## src/rtl/fifo_rd_sched.sv

```systemverilog
// fifo_rd_sched: round-robin burst read scheduler on the read side of a FIFO.
//
// A requester is picked in IDLE by round-robin starting after the last
// winner and is granted for a burst of blen+1 words. While in BURST, words
// flow from the FIFO head to the granted requester whenever the FIFO is
// non-empty, the requester still requests and it is ready. A burst finishes
// with a done pulse on its last transfer. It ends early with an abort pulse
// when the requester drops req, or when TMO cycles pass without a transfer.
//
// Ports:
//   rclk    in   read-domain clock, rising edge
//   rrst    in   asynchronous active-high reset
//   req     in   [NREQ]         per-requester burst request (level)
//   blen    in   [NREQ*BLEN_W]  per-requester burst length minus one
//   rdy     in   [NREQ]         per-requester ready to accept a word
//   rempty  in   FIFO empty flag
//   rdata   in   [DSIZE]        FIFO head word
//   ren     out  FIFO read enable (asserted exactly on a transfer)
//   dout    out  [DSIZE]        data to consumers (same as rdata)
//   dvalid  out  [NREQ]         per-requester word valid, at most one set
//   gnt     out  [NREQ]         registered one-hot grant
//   done    out  one-cycle pulse on the final transfer of a burst
//   abort   out  one-cycle pulse when a burst is cut short
module fifo_rd_sched #(
    parameter int unsigned NREQ   = 4,
    parameter int unsigned DSIZE  = 8,
    parameter int unsigned BLEN_W = 4,
    parameter int unsigned TMO    = 15
) (
    input  logic                     rclk,
    input  logic                     rrst,
    input  logic [NREQ-1:0]          req,
    input  logic [NREQ*BLEN_W-1:0]   blen,
    input  logic [NREQ-1:0]          rdy,
    input  logic                     rempty,
    input  logic [DSIZE-1:0]         rdata,
    output logic                     ren,
    output logic [DSIZE-1:0]         dout,
    output logic [NREQ-1:0]          dvalid,
    output logic [NREQ-1:0]          gnt,
    output logic                     done,
    output logic                     abort
);

    localparam int unsigned IW = (NREQ > 1) ? $clog2(NREQ) : 1;

    typedef enum logic [0:0] {IDLE, BURST} state_t;

    state_t            state;
    logic [IW-1:0]     last;
    logic [IW-1:0]     win;
    logic [BLEN_W-1:0] cnt;
    logic [7:0]        tmo;

    logic              any_req;
    logic [IW-1:0]     next_win;
    logic [NREQ-1:0]   next_onehot;

    // Round-robin pick: first set req bit searching upward from last+1, wrapping.
    always_comb begin
        any_req     = 1'b0;
        next_win    = '0;
        next_onehot = '0;
        for (int i = 1; i <= int'(NREQ); i++) begin
            if (!any_req && req[(int'(last) + i) % int'(NREQ)]) begin
                any_req  = 1'b1;
                next_win = IW'((int'(last) + i) % int'(NREQ));
            end
        end
        next_onehot[next_win] = 1'b1;
    end

    // Transfer path is combinational so a word moves in the same cycle it is
    // offered; gnt gates it so nothing moves in IDLE or during reset.
    always_comb begin
        dvalid = '0;
        if (state == BURST) begin
            dvalid = gnt & req & {NREQ{~rempty}};
        end
        ren  = |(dvalid & rdy);
        dout = rdata;
        done = ren && (cnt == '0);

        // Dropped req takes priority; abort only when no transfer, so it is
        // mutually exclusive with done.
        abort = 1'b0;
        if (state == BURST) begin
            if (!req[win]) begin
                abort = 1'b1;
            end else if (!ren && (tmo == 8'(TMO - 1))) begin
                abort = 1'b1;
            end
        end
    end

    always_ff @(posedge rclk or posedge rrst) begin
        if (rrst) begin
            state <= IDLE;
            gnt   <= '0;
            cnt   <= '0;
            tmo   <= '0;
            last  <= IW'(NREQ - 1);
            win   <= '0;
        end else begin
            case (state)
                IDLE: begin
                    if (any_req) begin
                        gnt   <= next_onehot;
                        win   <= next_win;
                        cnt   <= blen[next_win*BLEN_W +: BLEN_W];
                        tmo   <= '0;
                        state <= BURST;
                    end else begin
                        gnt <= '0;
                    end
                end
                BURST: begin
                    if (done || abort) begin
                        last  <= win;
                        gnt   <= '0;
                        state <= IDLE;
                    end else if (ren) begin
                        cnt <= cnt - 1'b1;
                        tmo <= '0;
                    end else begin
                        tmo <= tmo + 1'b1;
                    end
                end
                default: state <= IDLE;
            endcase
        end
    end

endmodule

```

## config.mk

```make
export PLATFORM = sky130hd
export DESIGN_NAME = fifo_rd_sched
export DESIGN_NICKNAME = d
export VERILOG_FILES = /design/src/rtl/fifo_rd_sched.sv
export SDC_FILE = /design/constraint.sdc
export NUM_CORES = 1
export LEC_CHECK = 0
export CAP_MARGIN = 15
export CELL_PAD_IN_SITES_DETAIL_PLACEMENT = 0
export CELL_PAD_IN_SITES_GLOBAL_PLACEMENT = 1
export CORE_ASPECT_RATIO = 1.1
export CORE_MARGIN = 3
export CORE_UTILIZATION = 36
export CTS_BUF_LIST = sky130_fd_sc_hd__clkbuf_4
export CTS_CLUSTER_SIZE = 40
export DETAILED_ROUTE_END_ITERATION = 7
export PLACE_DENSITY = 0.82
export SYNTH_ARGS = -nofsm -noshare
export SYNTH_HDL_FRONTEND = slang
export SYNTH_SLANG_ARGS = --single-unit
```

## constraint.sdc

```tcl
create_clock -name rclk -period 2.05 [get_ports rclk]
set_input_delay 0.205 -clock rclk [delete_from_list [all_inputs] [get_ports rclk]]
set_output_delay 0.205 -clock rclk [all_outputs]
set_load 0.01 [all_outputs]
```

==> results summary <==
The final critical path takes up 101.5% of the cycle. Of the cells placed in the final design, the portion with a size suffix greater than 1 is 35.42%. The starting utilization of the core area came out at 37.87%. The total length of routed wires came out at 4.472 mm.

The routed design could run at a clock period as short as 2080 ps. The worst hold slack across all endpoints came out at 225.7 ps. The first-pass GRT wire length is 7.776 mm. The number of pins exceeding their max-slew limit in the final report was 0. Among all stages on the critical path, the largest delay is contributed by sky130_fd_sc_hd__or3b_4. The DRC violation total after the first TritonRoute iteration is 63.

The critical path in this run is classified as flop to output port. The clock tree skew after final layout is 3.978 ps. The kind of cell with the highest combined delay on the critical path is simple AND/OR/NAND/NOR gates. Counting flops with a built-in enable in the synthesized netlist gives 0.

The instance count of the mapped netlist came out at 164. In this run the cell area of the synthesized design comes to 1647 um2. The share of synthesized area occupied by flip-flops and latches came out at 32.07%. The remaining max-slew budget at the tightest pin came out at 76.60%. The number of buffers added by the clock tree synthesis step came out at 3. The post-synthesis cell type with the largest combined area is sky130_fd_sc_hd__dfrtp_1. Setup repair after global routing could not meet its margin everywhere. The async set-reset flop share out of synthesis is 100.0%. The core utilization of the finished layout is 55.11%. The later-pin clock latency in the skew report is 300 ps. The number of synthesized register bits came out at 21. The count of yosys warnings during synthesis is 0. The total of buffers placed on input and output ports came out at 37.

IR analysis of the VDD net gives a maximum drop of 0.4106 mV. Traced cell by cell, the critical path runs through or3b_4, or2_4, o31ai_4, and2_4, buf_6. Global routing finished with a remaining overflow of 0. For this run, design rule violations remaining after detail routing come to 0.

The number of iterations in the first detailed-routing pass came out at 4. The average wire per standard cell is 15.21 um. The library cell with the highest instance count after synthesis is sky130_fd_sc_hd__dfrtp_1. The power density over the cells is 1069 nW/um2.

Of all nets on the critical path, the largest fanout is 2. The clock-pin slew on the worst setup and hold paths came out at 120 ps. The horizontal extent of the die came out at 70.48 um. The critical path buffer and inverter count came out at 1. The total routing resource utilization after global routing came out at 17.23%.

Data on the critical path arrives at its endpoint at 1880 ps. For this design, the sink count on the clock tree is 21. The total nets after synthesis is 203.

The number of vias after detailed routing is 1560. After synthesis, the largest area contributor takes up 28.88% of total cell area. The fmax is 0.4807 GHz.

The path type of the worst min-delay path is input pin to async pin. The startpoint identified for the worst register-to-register timing path is last[0]. The total of endpoints with negative setup slack in the final report is 1. The area enclosed by the die boundary came out at 5422 um2. The pin count of the biggest net entering global routing is 22. From synthesis to final layout, the design area changed by 45.52%. The run finished, with violations left.

The data required time of the worst path came out at 1850 ps. The final reports fail on setup timing. The maximum root-to-sink buffer count is 2.

The via count of the first global-routing pass is 1749. The placement row count is 25. The number of antenna violations at the first check in global routing came to 0. The floorplan core area is 4348 um2. The number of nets still failing antenna checks after routing is 0. The die boundary height came out at 76.93 um.

For this run, the post-layout net count is 280. The total of max-cap violations is 0. The type of origin of the critical path is a flop. The CTS tree is done. For the pin with the worst max-slew slack, the measured transition is 348.3 ps. The commonest cells after synthesis are 19 x sky130_fd_sc_hd__dfrtp_1, 13 x sky130_fd_sc_hd__mux2i_1, 12 x sky130_fd_sc_hd__nand2_1, 9 x sky130_fd_sc_hd__nand3_1, 8 x sky130_fd_sc_hd__buf_4. After synthesis, the netlist uses 59 different library cells. The leakage power came out at 1.061 nW. STA classifies the critical path endpoint as an output port. The per-instance average area after synthesis came out at 10.04 um2. The top-level port count is 54.

The global placer's final weighted congestion came out at 0.8944. The HPWL after detailed placement is 3.661 mm. In the post-route analysis, the smallest setup slack over all paths is -30.19 ps.

The final antenna diode count is 0. The source of the critical timing path is tmo[5]. The most used flip-flop cell after synthesis is sky130_fd_sc_hd__dfrtp_1. The largest incremental delay on the critical path came out at 410 ps. The number of vias per cell came out at 5.306. The CTS root buffer is sky130_fd_sc_hd__clkbuf_4. The maximum level of the CTS H-tree is 1. The final hold violation count is 0. By area the synthesized netlist is led by sky130_fd_sc_hd__dfrtp_1 29%, sky130_fd_sc_hd__mux2i_1 7.9%, sky130_fd_sc_hd__buf_4 3.6%.
flip-flops by register name, summed over array words and instances (netlist names):
| register | count |
|---|---|
| state | 1 |
| gnt | 4 |
| win | 2 |
| cnt | 4 |
| last | 2 |
| tmo | 8 |
where the power goes:
group          switching [mW]  internal (mW)
Combinational           0.735          0.900
Sequential              0.137          0.579
Clock                   0.124         0.0889
tightest hold or removal path, delay by kind of cell:
| kind | cells | cell delay [ps] |
|---|---|---|
| buffers and inverters | 3 | 720 |
final timing paths:
check | end | slack (ps) | cells past startpoint
worst min register to register | win[1] | 550 | 2
worst min-delay path | tmo[7] | 230 | 3
min in group rclk | dout[4] | 410 | 0
worst max-delay path | abort | -30 | 5
max in group asynchronous | last[1] | 1540 | 3
worst max register to register | cnt[1] | 90 | 6
metrics by stage:
step                instance area [um2]  setup slack, ps  std cells  total power [mW]  TNS (ps)
floorplan                          1647            192.2        164             1.607         0
global placement                   2315           -270.5        287             2.231     -1452
detailed placement                 2315           -325.0        287             2.299     -2466
CTS                                2361           -94.04        292             2.525    -94.04
global route                       2396           -103.9        294             2.770    -108.9
finish                             2396           -30.19        294             2.562    -30.19
layer usage:
layer	up-vias	track usage [%]	share of wire [%]	wire [um]
li1	762	-	-	-
met1	758	20.10	40	1767
met2	36	32.40	55	2464
met3	4	1.180	3.9	174
met4	0	6.130	1.5	65
met5	-	0	0	0
cells in the final DEF, fill, tap and decap left out, drive strengths merged, types with 2 or more instances in the layout:
cell / n
a211oi: 4
dfrtp: 19
nor3: 3
nand3: 11
buf: 50
clkdlybuf4s50: 34
a22o: 3
or3: 2
nand2b: 4
ha: 4
and2: 2
a21boi: 2
and3: 2
nand3b: 4
a21o: 3
a22oi: 4
nand4: 2
a31oi: 2
nand2: 12
o21ai: 5
nor2: 6
clkbuf: 5
mux2i: 13
inv: 6
and4b: 4
dfstp: 2
a21oi: 7
or3b: 3
mux2: 5
cell type report:
cell class	instances	area, um2
Fill cell	387	1952
Multi-Input combinational cell	123	1011
Timing Repair Buffer	86	737.0
Sequential cell	21	528.0
Tap cell	54	67.56
Clock buffer	4	30.03
Inverter	6	22.52
kinds of logic (layout without fill, tap and decap cells):
group / after synthesis / count (layout) / synth area share, %
AND/OR/NAND/NOR: 60 / 60 / 22.87
AO/OA/AOI/OAI: 40 / 40 / 20.97
flip-flops: 21 / 21 / 32.07
buffers and inverters: 20 / 96 / 8.359
multiplexers: 19 / 19 / 12.69
adder cells (fa/ha/maj): 4 / 4 / 3.040
timing repair:
action,4_1_cts,5_1_grt
setup buffers,1,2
gates cloned,0,0
setup endpoints to repair,3,13
resized for setup,10,11
pin swaps,0,9
hold buffers,0,0
No activity file was read; power rests on OpenSTA's default activity.
==> RTL edit 1 (same settings) <==
The parameter `BLEN_W` goes from 4 to 3.
--- a/src/rtl/fifo_rd_sched.sv
+++ b/src/rtl/fifo_rd_sched.sv
@@ -25,5 +25,5 @@
     parameter int unsigned NREQ   = 4,
     parameter int unsigned DSIZE  = 8,
-    parameter int unsigned BLEN_W = 4,
+    parameter int unsigned BLEN_W = 3,
     parameter int unsigned TMO    = 15
 ) (
Interface: changed (resized blen); port bits go from 54 to 50. No check against the original RTL was run, so the function may have changed too.
==> RTL edit 1 against the unedited design <==
Global-route usage grew 0.74 points. Largest cell class unchanged. The flow still finishes with violations (setup timing). Clock power grew 60%. Total power shrank 1.1%. Sequential cell count shrank 1. Setup slack gained 0.028 ns. Critical path depth grew 2. Area after synthesis shrank 16%. Routed wire length shrank 8.2%. Design area shrank 9.6%.
==> RTL edit 1: results (changes against the unedited design) <==
- CP max stage delay: 0.50 ns (+0.09 ns)
- Worst-Margin Slew: 0.423 ns (+0.0752 ns)
- Max rail drop VDD: 0.000524 V (+28%)
- Lkg Pwr: 1.04 nW (-2.3%)
- Filler instances: 367 (-5.2%)
- Routability cong.: 0.790 (-12%)
- WL final: 4110 um (-8.2%)
- Syn Nets: 177 (-13%)
- Crit-path max FO: 5 (+3)
- Met3 Wirelength: 230 um (+32%)
- Status: complete, but fails checks
- Clk_skew: 0.00311 ns (-0.000865 ns)
- Via density: 5.35 (+0.89%)
- Synth cell types: 47 (-20%)
- Gr usage total: 0.180 (+0.00742)
- Final net count: 249 (-11%)
- Reg2Reg Depth: 7 (+1)
- Synth top area cells: dfrtp_1 (32%), mux2i_1 (5.0%), buf_4 (4.3%), dfstp_2 (3.8%), ha_1 (3.6%)
- Worst R2R Start: state
- Final TNS setup: -0.00260 ns (+0.0276 ns)
- Seq/Total Area, Yosys: 0.362 (+0.0408)
- Top Registers: tmo: 8 flops, gnt: 4 flops, cnt: 3 flops
- Worst Slack Setup Final: -0.00248 ns (+0.0277 ns)
- WL met1: 1690 um (-4.6%)
- Worst path arrival time: 2.32 ns (+0.44 ns)
- Failing checks: setup timing
- Wire length on met2: 2090 um (-15%)
- Top cells by count, synth: dfrtp_1 (18), nand2_1 (12), buf_4 (8), inv_1 (8)
- Endpoints failing setup: 2 (+1)
- First-pass GRT wire length: 6470 um (-17%)
- Pre-CTS setup slack: -0.336 ns (-0.0106 ns)
- Pin count of the biggest net entering global routing: 21 (-4.5%)
- Vias in the first global route: 1430 (-18%)
-- RTL edit 1: cell types whose count changed in the layout (fill, tap and decap cells not counted), sizes merged, moves of 3 or more --
cell           change
nand3              -5
nand3b             -4
mux2i              -6
nor2b              +4
or3b               -3
a211oi             -3
clkdlybuf4s50      -6
buf                -5
-- RTL edit 1: cells by family (layout without fill, tap and decap cells) --
kind of cell	count (synthesis)	after routing	synth area share
compound gates	33	33	0.192
buf+inv	18	88	0.0809
mux	12	12	0.0989
flops	20	20	0.362
simple gates	55	56	0.231
fa+ha+maj	4	4	0.0360
-- RTL edit 1: what timing repair did --
action / CTS / global route
setup endpoints to repair: 8 / 13
cloned: 0 / 1
pin swaps: 7 / 8
gates resized for setup: 11 / 22
buffers inserted: 5 / 4
hold endpoints to repair: 0 / 0
-- RTL edit 1: how the worst max path moves through the flow --
stage / depth (start not counted) / endpoint / slack [ns]
global route: 7 / tmo[4] / -0.09
CTS: 6 / ren / 0.003
detailed placement: 9 / cnt[0] / -0.34
finish: 7 / tmo[4] / -0.002
global placement: 9 / cnt[0] / -0.29
floorplan: 8 / last[0] / 0.02
-- RTL edit 1: per-layer routing --
metal  vias to the layer above  global-route usage
li1                        663                   -
met1                       676               0.203
met2                        58               0.313
met3                        11              0.0476
met4                         0              0.0806
met5                         -                   0
-- RTL edit 1: area by class of cell --
type | instances | share of cell area
Multi-Input combinational cell | 105 | 0.399
Tap cell | 50 | 0.0289
Inverter | 8 | 0.0139
Clock inverter | 1 | 0.0139
Clock buffer | 3 | 0.0104
Timing Repair Buffer | 76 | 0.301
Sequential cell | 20 | 0.233
-- RTL edit 1: through the flow --
step | util | area (sq um) | std cells
finish | 0.588 | 2170 | 263
floorplan | - | 1390 | 142
global route | 0.588 | 2170 | 263
global placement | 0.531 | 1960 | 249
CTS | 0.559 | 2060 | 258
detailed placement | 0.531 | 1960 | 249
-- RTL edit 1: report_power, final --
| part | internal (mW) | switching (mW) | total (mW) |
|---|---|---|---|
| Clock | 0.198 | 0.142 | 0.340 |
| Sequential | 0.552 | 0.128 | 0.680 |
| Combinational | 0.830 | 0.684 | 1.51 |
-- RTL edit 1: worst max-delay path, delay by kind of cell (launching register included) --
family	cells	cell delay, ns
buffers and inverters	1	0.16
flip-flops	1	0.43
AO/OA/AOI/OAI	2	0.46
AND/OR/NAND/NOR	4	0.94
==> RTL edit 2 (config.mk and constraints unchanged) <==
Without the edit above. Reset style: synchronous (`rrst`), changed in one clocked block. Comments in the files are not updated.
--- a/src/rtl/fifo_rd_sched.sv
+++ b/src/rtl/fifo_rd_sched.sv
@@ -94,5 +94,5 @@
     end
 
-    always_ff @(posedge rclk or posedge rrst) begin
+    always_ff @(posedge rclk) begin
         if (rrst) begin
             state <= IDLE;
Behaviour: differs if rrst is asserted again (counterexample within 4 cycles, from zero or initial values and one cycle with rrst high); with rrst held inactive, the same outputs for 4 cycles.
==> RTL edit 2 against the unedited design <==
Via count decreased by 3.6%. Setup slack improved by 0.087 ns. Clock skew decreased by 0.0018 ns. Die area decreased by 11%. Area after synthesis decreased by 12%. Sequential cell count unchanged. Routed wire length decreased by 6.5%. Design area decreased by 14%. Critical endpoint is now tmo[7]. Highest routed layer unchanged.
Power is not compared: it rests on default switching activity, and its combinational part moved more than twofold at a synthesized area within 25%.
==> RTL edit 2: results (changes against the unedited design) <==
- Hold Path Class: input pin to output pin
- Status: finished clean
- Gr usage total: 0.169 (-0.00290)
- Vias in the first global route: 1500 (-14%)
- Clk Latency, worst-skew pair: 0.30 ns (about the same)
- Crit-path max FO: 16 (+14)
- Max H-tree Level: 1 (unchanged)
- Worst path slowest cell: clkdlybuf4s50_1
- Clk_skew: 0.00215 ns (-0.00183 ns)
- Pre-antenna DRT Iters: 4 (unchanged)
- Async S/R FF share, synth: 0 (-1.00)
- Syn Nets: 211 (+3.9%)
- Top Registers: tmo: 8 flops, cnt: 4 flops, gnt: 4 flops
- Worst R2R Start: cnt[1]
- Port buffer count: 37 (unchanged)
- Via density: 5.49 (+3.4%)
- Synth top area cells: dfxtp_1 (29%), mux2i_1 (6.2%), nor2_1 (5.2%), buf_4 (4.7%), a21oi_1 (4.5%)
- Seq/Total Area, Yosys: 0.291 (-0.0300)
- Top cells by count, synth: dfxtp_1 (21), nor2_1 (20), a21oi_1 (13)
- Synth cell types: 50 (-15%)
- WL final: 4180 um (-6.5%)
- Worst-Margin Slew: 0.364 ns (+0.0159 ns)
- Crit path from: req[0]
- CP Capture Point: tmo[7]
- Share of post-route cells with drive strength above 1: 0.254 (-0.0997)
- Initial antenna violation count: 0 (unchanged)
- Reg2Reg Depth: 9 (+3)
- Comb group: 0.430 mW
- Pin count of the biggest net entering global routing: 17 (-23%)
- Hold path start: rdata[0]
- First-pass GRT wire length: 6500 um (-16%)
- Filler instances: 373 (-3.6%)
- Final net count: 264 (-5.7%)
- Starting DRT DRC Count: 60 (-4.8%)
- Routability cong.: 0.873 (-2.4%)
- Net Sw Power: 0.370 mW
- Worst-path clk slew: 0.12 ns (about the same)
- CP max stage delay: 0.51 ns (+0.10 ns)
- Seq. pwr: 0.481 mW
- DP Wirelength: 3490 um (-4.8%)
- Lkg Pwr: 0.857 nW
- Largest buffer count on any clock path: 2 (unchanged)
- Top delay family on crit path: buffers and inverters
## RTL edit 2: final cells by class
cell class / count / share of cell area
Inverter: 10 / 0.0183
Sequential cell: 21 / 0.206
Tap cell: 50 / 0.0304
Clock buffer: 4 / 0.0146
Multi-Input combinational cell: 127 / 0.456
Timing Repair Buffer: 62 / 0.274
## RTL edit 2: metal layers
metal	vias to the layer above	wire (um)	global-route usage
met3	8	188	0.0294
met4	0	63	0.0474
li1	726	-	-
met1	726	1670	0.183
met5	-	0	0
met2	44	2260	0.330
## RTL edit 2: logic make-up after synthesis
family,Yosys count,synth area share
buffers and inverters,24,0.0874
AND/OR/NAND/NOR,64,0.245
adder cells (fa/ha/maj),4,0.0346
AO/OA/AOI/OAI,46,0.243
multiplexers,12,0.0934
flip-flops,21,0.291
XOR/XNOR,1,0.00606
## RTL edit 2: per-stage QoR
stage	instances	area (sq um)	setup WS [ns]	power, mW
5_1_grt	274	2060	-0.00517	1.19
6_report	274	2060	0.0568	1.13
3_5_place_dp	268	1980	-0.325	0.896
4_1_cts	273	2020	-0.00591	1.12
3_3_place_gp	268	1980	-0.278	0.880
2_1_floorplan	172	1450	0.178	0.714
## RTL edit 2: timing repair
| action | in CTS | in global routing |
|---|---|---|
| pin swaps | 2 | 1 |
| buffers inserted | 1 | 1 |
| resized for setup | 9 | 12 |
| gates cloned | 0 | 0 |
| endpoints found under the setup margin | 9 | 12 |
## RTL edit 2: worst min path at each step
stage	to	slack, ns	cells after the start
5_1_grt	dout[6]	0.41	0
4_1_cts	dout[4]	0.41	0
6_report	dout[0]	0.41	0
3_3_place_gp	dout[4]	0.41	0
3_5_place_dp	dout[4]	0.41	0
2_1_floorplan	tmo[7]	0.45	2
